[config.mk]
export PLATFORM = sky130hd
export DESIGN_NAME = cache_refill_ctrl
export DESIGN_NICKNAME = d
export VERILOG_FILES = /design/src/rtl/cache_refill_ctrl_pkg.sv /design/src/rtl/cache_refill_ctrl_latency_timer.sv /design/src/rtl/cache_refill_ctrl.sv
export SDC_FILE = /design/constraint.sdc
export NUM_CORES = 1
export LEC_CHECK = 0
export BUFFER_PORTS_ARGS = -buffer_cell sky130_fd_sc_hd__buf_2
export CAP_MARGIN = 20
export CORE_AREA = 4 4 148 150
export DETAILED_ROUTE_END_ITERATION = 8
export DIE_AREA = 0 0 152 154
export PLACE_DENSITY = 0.65
export REMOVE_ABC_BUFFERS = 1
export SYNTH_ARGS = -nofsm -noshare
export SYNTH_HDL_FRONTEND = slang
export SYNTH_SLANG_ARGS = --single-unit
[constraint.sdc]
create_clock -name clk -period 1.7 [get_ports clk]
set_input_delay 0.255 -clock clk [delete_from_list [all_inputs] [get_ports clk]]
set_output_delay 0.255 -clock clk [all_outputs]
set_load 0.005 [all_outputs]
[src/rtl/cache_refill_ctrl_pkg.sv]
// Shared types and address-field geometry for the cache refill controller.
// Included by cache_refill_ctrl and latency_timer.
package cache_refill_ctrl_pkg;

    localparam int TAG_W      = 3;
    localparam int INDEX_W    = 10;
    localparam int OFFSET_W   = 2;
    localparam int BLOCK_W    = 128;
    localparam int ADDR_W     = TAG_W + INDEX_W + OFFSET_W;
    localparam int BLK_ADDR_W = TAG_W + INDEX_W;

    // Address layout: {tag, index, word offset}
    localparam int OFFSET_LSB = 0;
    localparam int OFFSET_MSB = OFFSET_W - 1;
    localparam int INDEX_LSB  = OFFSET_W;
    localparam int INDEX_MSB  = INDEX_LSB + INDEX_W - 1;
    localparam int TAG_LSB    = INDEX_MSB + 1;
    localparam int TAG_MSB    = ADDR_W - 1;

    typedef enum logic [2:0] {
        ST_IDLE,
        ST_LOOKUP,
        ST_FETCH,
        ST_FILL,
        ST_RESP
    } state_t;

endpackage

[src/rtl/cache_refill_ctrl_latency_timer.sv]
// Main-memory latency countdown: load arms it, done is high in the last
// counting cycle, so a counting window of exactly LATENCY cycles results.
module latency_timer
    import cache_refill_ctrl_pkg::*;
#(
    parameter int LATENCY = 4
) (
    input  logic clk,
    input  logic rst_n,
    input  logic load,
    input  logic count,
    output logic done
);

    localparam logic [3:0] LOAD_VAL = 4'(LATENCY - 1);

    logic [3:0] cnt_reg;

    always_ff @(posedge clk or negedge rst_n) begin
        if (!rst_n) begin
            cnt_reg <= '0;
        end else if (load) begin
            cnt_reg <= LOAD_VAL;
        end else if (count && (cnt_reg != 4'd0)) begin
            cnt_reg <= cnt_reg - 4'd1;
        end
    end

    assign done = count && (cnt_reg == 4'd0);

endmodule

[src/rtl/cache_refill_ctrl.sv]
// Blocking cache refill controller: lookup, memory fetch, line fill, response.
// Hit/miss statistics counters exist only when REFILL_STATS_EN is defined.
module cache_refill_ctrl
    import cache_refill_ctrl_pkg::*;
#(
    parameter int MEM_LATENCY = 4,
    parameter int CNT_W       = 32
) (
    input  logic                  clk,
    input  logic                  rst_n,
    input  logic                  req_valid,
    input  logic [ADDR_W-1:0]     req_addr,
    output logic                  req_ready,
    output logic [ADDR_W-1:0]     cur_addr,
    input  logic                  hit,
    output logic [BLK_ADDR_W-1:0] mem_addr,
    output logic                  mem_rd,
    input  logic [BLOCK_W-1:0]    mem_data,
    output logic                  fill_we,
    output logic [TAG_W-1:0]      fill_tag,
    output logic [INDEX_W-1:0]    fill_index,
    output logic [BLOCK_W-1:0]    fill_data,
    output logic                  resp_valid,
    output logic                  resp_hit,
    output logic [CNT_W-1:0]      hit_count,
    output logic [CNT_W-1:0]      miss_count
);

    state_t               state_reg, state_next;
    logic [ADDR_W-1:0]    cur_addr_reg;
    logic [BLOCK_W-1:0]   fill_data_reg;
    logic                 hit_reg;
    logic                 timer_done;

    latency_timer #(.LATENCY(MEM_LATENCY)) u_timer (
        .clk   (clk),
        .rst_n (rst_n),
        .load  (state_reg == ST_LOOKUP),
        .count (state_reg == ST_FETCH),
        .done  (timer_done)
    );

    always_ff @(posedge clk or negedge rst_n) begin
        if (!rst_n) begin
            state_reg <= ST_IDLE;
        end else begin
            state_reg <= state_next;
        end
    end

    always_comb begin
        state_next = state_reg;
        case (state_reg)
            ST_IDLE:   if (req_valid) state_next = ST_LOOKUP;
            ST_LOOKUP: state_next = hit ? ST_RESP : ST_FETCH;
            ST_FETCH:  if (timer_done) state_next = ST_FILL;
            ST_FILL:   state_next = ST_RESP;
            ST_RESP:   state_next = ST_IDLE;
            default:   state_next = ST_IDLE;
        endcase
    end

    // Datapath registers hold until the next accept / capture.
    always_ff @(posedge clk or negedge rst_n) begin
        if (!rst_n) begin
            cur_addr_reg  <= '0;
            fill_data_reg <= '0;
            hit_reg       <= 1'b0;
        end else begin
            if ((state_reg == ST_IDLE) && req_valid) cur_addr_reg <= req_addr;
            if (state_reg == ST_LOOKUP) hit_reg <= hit;
            if ((state_reg == ST_FETCH) && timer_done) fill_data_reg <= mem_data;
        end
    end

    // req_ready is also gated by rst_n so it reads 0 while reset is held.
    always_comb begin
        req_ready  = (state_reg == ST_IDLE) && rst_n;
        mem_rd     = (state_reg == ST_FETCH);
        mem_addr   = (state_reg == ST_FETCH) ? cur_addr_reg[TAG_MSB:INDEX_LSB] : '0;
        fill_we    = (state_reg == ST_FILL);
        resp_valid = (state_reg == ST_RESP);
        resp_hit   = (state_reg == ST_RESP) && hit_reg;
    end

    assign cur_addr   = cur_addr_reg;
    assign fill_tag   = cur_addr_reg[TAG_MSB:TAG_LSB];
    assign fill_index = cur_addr_reg[INDEX_MSB:INDEX_LSB];
    assign fill_data  = fill_data_reg;

`ifdef REFILL_STATS_EN
    logic [CNT_W-1:0] hit_count_reg, miss_count_reg;

    always_ff @(posedge clk or negedge rst_n) begin
        if (!rst_n) begin
            hit_count_reg  <= '0;
            miss_count_reg <= '0;
        end else if (state_reg == ST_LOOKUP) begin
            if (hit && (hit_count_reg != '1)) hit_count_reg <= hit_count_reg + 1'b1;
            if (!hit && (miss_count_reg != '1)) miss_count_reg <= miss_count_reg + 1'b1;
        end
    end

    assign hit_count  = hit_count_reg;
    assign miss_count = miss_count_reg;
`else
    assign hit_count  = '0;
    assign miss_count = '0;
`endif

endmodule
# ---- Yosys cells after proc, flatten, opt, wreduce, memory -nomap -nowiden
# Cells that the tools add are included.
# W data, S select, Z words.
dict set report classes {
  addsub 1
  n_mul 0
  div_mod_pow 0
  n_lt_le_gt_ge 0
  n_eq_ne 6
  shifts 0
  n_mux 7
  bitwise_logic 0
  n_reduce_logical 11
}
# op count
set op_table {}
lappend op_table {{$mux W13} 1}
lappend op_table {{$pmux W3 S4} 1}
lappend op_table {{$mux W3} 3}
lappend op_table {{$mux W4} 2}
lappend op_table {{$eq A3 B2 Y1 const B} 2}
lappend op_table {{$logic_and A1 B1 Y1} 6}
lappend op_table {{$logic_not A4 Y1} 1}
lappend op_table {{$ne A2 B2 Y1 const B} 2}
lappend op_table {{$reduce_bool A4 Y1} 1}
lappend op_table {{$sub A4 B1 Y4 const B} 1}
lappend op_table {{$eq A3 B1 Y1 const B} 1}
lappend op_table {{$eq A3 B3 Y1 const B} 1}
lappend op_table {{$logic_not A3 Y1} 1}
lappend op_table {{$reduce_and A2 Y1} 1}
lappend op_table {{$reduce_bool A2 Y1} 1}
dict set report totals {
  reg_bits 151
  latchBits 0
  ram_bits 0
  rom_bits 0
  out_inout_bits 238
  memories 0
}

# ---- Longest topological paths before layout
dict set report logic_depth {
  ltp_word 4
  mapped_depth 7
  ltp_nobuf 5
}

# ---- Cells and area by module
# Synthesis repeated with hierarchy kept, for this count alone.
dict set report hier_totals {
  cells_unflattened 441
  area_unflattened_um2 6543.8
}
# module n_inst cells_each area_per_inst_um2
set by_module_without_submodules {}
lappend by_module_without_submodules {cache_refill_ctrl 1 416 6298.5}
lappend by_module_without_submodules {latency_timer 1 25 245.2}

# ---- Least setup slack after synthesis
# Ideal clock, no wire load.
dict set report synth_path {
  kind {flip-flop to flip-flop}
  from {register u_timer.cnt_reg[0]}
  to {register fill_data_reg[100], in the netlist fill_data[100]}
  setup_time_ns 0.125
  arrival_time_ns 1.609
  required_ns 1.575
  path_slack_ns -0.035
  path_stages_with_launch 8
  path_buffers 2
  period_less_slack_ns 1.735
  path_cell_list {dfrtp_1 -> inv_1 -> ha_1 -> nor3b_1 -> nand2_2 -> buf_6 -> buf_6 -> mux2_4}
}
dict set report synth_via {
  elab_chain_cells 3
}
# element line
set synth_lines {}
lappend synth_lines {{start: declaration} cache_refill_ctrl_latency_timer.sv:17} ;# logic [3:0] cnt_reg;
lappend synth_lines {{start signal: assignment} cache_refill_ctrl_latency_timer.sv:25} ;# cnt_reg <= cnt_reg - 4'd1;
lappend synth_lines {{$logic_not A4 Y1} cache_refill_ctrl_latency_timer.sv:29} ;# assign done = count && (cnt_reg == 4'd0);
lappend synth_lines {{$logic_and A1 B1 Y1} cache_refill_ctrl_latency_timer.sv:29}
lappend synth_lines {{$logic_and A1 B1 Y1} cache_refill_ctrl.sv:72} ;# if ((state_reg == ST_FETCH) && timer_done) fill_data_reg <= mem_data;
lappend synth_lines {{end signal: assignment} cache_refill_ctrl.sv:72}
lappend synth_lines {{end: declaration} cache_refill_ctrl.sv:31} ;# logic [BLOCK_W-1:0] fill_data_reg;
# Every way passes these cells.
# A chain may end at the register's enable or synchronous reset.

# ---- Worst setup path in the final report
dict set report layout_path {
  from {register state_reg[0]}
  to {output port mem_addr[4]}
}
dict set report layout_via {
  elab_chain_cells 2
}
# element line
set layout_lines {}
lappend layout_lines {{start: declaration} cache_refill_ctrl.sv:29} ;# state_t state_reg, state_next;
lappend layout_lines {{start signal: assignment} cache_refill_ctrl.sv:47} ;# state_reg <= state_next;
lappend layout_lines {{$eq A3 B2 Y1} cache_refill_ctrl.sv:80} ;# mem_addr = (state_reg == ST_FETCH) ? cur_addr_reg[TAG_MSB:INDEX_LSB] : '0;
lappend layout_lines {{$mux W13} cache_refill_ctrl.sv:80}
lappend layout_lines {{end: declaration} cache_refill_ctrl.sv:16} ;# output logic [BLK_ADDR_W-1:0] mem_addr,
# Every way passes these cells.

==> metrics.txt <==
status=finished with violations; violated checks=negative setup slack; clock buffer depth=2; final period utilization=1.13; first-pass GRT wire length=about 25000 um; Hold WC Path Type=input pin to flop; fmax=0.519 GHz; Reg clk slew, reported paths=0.07 ns; internal power=0.0114 W; Worst-Margin Slew=0.782 ns; Power per Cell Area=around 1700 nW/um^2; CP arrival=1.67 ns; Distinct cells, synth=27; CP Class=flop to output pin; clock latency on the worst-skew pair=roughly 0.4 ns; cell depth of the worst flop-to-flop path=6; DRC Markers=0; VDD IR-drop max=0.746 mV; initial antenna violation count=0; num rows=53; Routed Antenna Nets=0; Clk pwr share=0.219; Layout Skew=0.0108 ns; die span in y=154 um; DP HPWL=12300 um; switching power=roughly 0.0049 W; Slew Limit Fails=0; routed len/inst=roughly 15 um; IO Port Bufs=320; asr flop ratio synth=1.00; crit-path max FO=7; fin nets=929; part of the power in combinational logic=0.382; sequential share of the synthesized area=0.554; Startpoint Class=flop; Routed WL=between 15000 and 20000 um; CP Launch Point=state_reg[0]$_DFFE_PN0P_; Avg Inst Size Synth=15.6 sq um; grt ovf=0; Placed Instance Area=about 8600 sq um; vias in the first global route=4764; fin area=9330 sq um; drt pass-1 iters=4; total CTS buffers=17; GPL Wtd Cong=0.779; pin count of the biggest net entering global routing=between 70 and 80; Fill cells=1887; root buf cell=clkbuf_16; crit path time final=1.93 ns; DR vias=4389; max cap viols=0; Critical Path End=mem_addr[4]; # IOs=385; required time worst endpoint=roughly 1.4 ns; Hold Path Origin=mem_data[26]; Ys Warns=0; H-tree lvl count=4; sequential share of power=0.399; Chip Width=152 um; clock sink count=151; ys flop type=dfrtp_1; synthesized instance count=438; Setup WS post-layout=-0.226 ns; max reg flops=128; Starting Density=0.330; antenna cells=0; r2r startpoint=u_timer.cnt_reg[0]$_DFFE_PN0P_; ratio of cells with drive above 1 in the final layout=0.687; vias per cell=4.11; sw frac=0.298; # setup viols final=120; CORE AREA=20700 sq um; R2R Setup Slk=-0.04 ns; Tot Pwr=~0.016 W; synth-to-layout area growth=36.6%; final hold viol count=0; gr usage total=0.134; First DRT Iteration DRCs=152; Worst setup EP type=output pin; post-synthesis register bit count=approximately 150; r2r endpoint=fill_data[21]$_DFFE_PN0P_; Worst slew margin=0.478; EDFF count, synth=0; Pleak=5.04 nW; RSZ-0062 raised after global routing=true; Synth Cell Area=6830 sq um; TritonCTS clock tree=done; Die Area=23400 sq um
## critical path: stages, from the launching register on
cell       delay [ns]
dfrtp_1          0.38
or3b_4           0.42
clkinv_4         0.10
clkbuf_16        0.15
and2_4           0.14
buf_6            0.08
## power by group through the flow
stage	Sequential (W)	Clock, W	Combinational, W
floorplan	0.00662	0	0.00284
global placement	0.00650	0	0.00592
detailed placement	0.00645	0	0.00610
CTS	0.00649	0.00371	0.00611
global route	0.00673	0.00388	0.00673
finish	0.00649	0.00357	0.00622
## layout make-up
cell class                      count  area, sq um  share of cell area
Tap cell                          275          344              0.0369
Sequential cell                   151         3780               0.405
Inverter                            5         23.8             0.00255
Multi-Input combinational cell    251         2600               0.278
Clock buffer                       19          443              0.0475
Timing Repair Buffer              354         2030               0.218
Clock inverter                     13          113              0.0121
## synth_stat cells, drive strengths merged, types with 2 or more instances
| cell | number | area share |
|---|---|---|
| and2 | 16 | 0.015 |
| nor3b | 3 | 0.0033 |
| o21ai | 2 | 0.0015 |
| nor2 | 4 | 0.0022 |
| a21oi | 2 | 0.0015 |
| ha | 2 | 0.0037 |
| buf | 92 | 0.11 |
| nand2 | 3 | 0.0020 |
| dfrtp | 151 | 0.55 |
| mux2 | 144 | 0.29 |
| nor3 | 2 | 0.0015 |
| clkbuf | 2 | 0.0011 |
| inv | 4 | 0.0022 |
| mux2i | 2 | 0.0029 |
## metal layers
layer	track usage	wire length [um]	vias to the layer above
li1	-	-	2029
met1	0.153	6410	2085
met2	0.227	8020	247
met3	0.0532	1450	28
met4	0.0484	374	0
met5	0	0	-
## per-stage QoR
stage / setup WS [ns] / util / cells / hold WS (ns) / TNS [ns]
2_1_floorplan: -1.95 / - / 407 / -0.0406 / -249.11
6_report: -0.226 / 0.451 / 1068 / 0.0667 / -5.08
3_5_place_dp: -0.419 / 0.414 / 1030 / 0.315 / -50.72
5_1_grt: -0.293 / 0.451 / 1068 / 0.0379 / -16.49
3_3_place_gp: -0.386 / 0.414 / 1030 / 0.313 / -47.07
4_1_cts: -0.249 / 0.444 / 1064 / 0.0430 / -9.25
## how the worst min path moves through the flow
stage,endpoint,slack (ns),cells after the start
after CTS,fill_data[16]$_DFFE_PN0P_,0.04,2
after detailed placement,state_reg[1]$_DFFE_PN0P_,0.32,2
final,fill_data[26]$_DFFE_PN0P_,0.07,2
after global routing,fill_data[16]$_DFFE_PN0P_,0.04,2
after global placement,state_reg[2]$_DFFE_PN0P_,0.31,2
after floorplan,cur_addr[0]$_DFFE_PN0P_,-0.04,0
## repair_timing
action                                 CTS  global route
cloned                                   0             1
setup buffers                            2             3
pin swaps                                0             2
hold buffers                             1             0
setup endpoints to repair              144           144
endpoints found under the hold margin   90             0
resized for setup                        8            23
## cells by family after synthesis
logic type	after synthesis	synth area share
AND/OR/NAND/NOR	33	0.0293
flip-flops	151	0.554
other	1	0.000549
multiplexers	146	0.296
adder cells (fa/ha/maj)	2	0.00367
buffers and inverters	99	0.112
AO/OA/AOI/OAI	6	0.00532
## placed cells by master (no fill, tap or decap), drive strengths merged
master	synthesis	final
a21oi	2	2
clkbuf	2	20
nor2	4	4
nor3	2	2
buf	92	352
ha	2	2
and2	16	16
o21ai	2	2
a21o	1	1
clkinvlp	0	5
nand3	1	1
or3b	1	1
and3b	1	1
dfrtp	151	151
or4	1	1
nor3b	3	3
o41ai	1	1
nor2b	1	1
mux2	144	144
clkinv	1	3
mux2i	2	2
dlygate4sd3	0	1
nand2	3	3
inv	4	10
conb	1	64
Power figures use the tool's default switching activity.
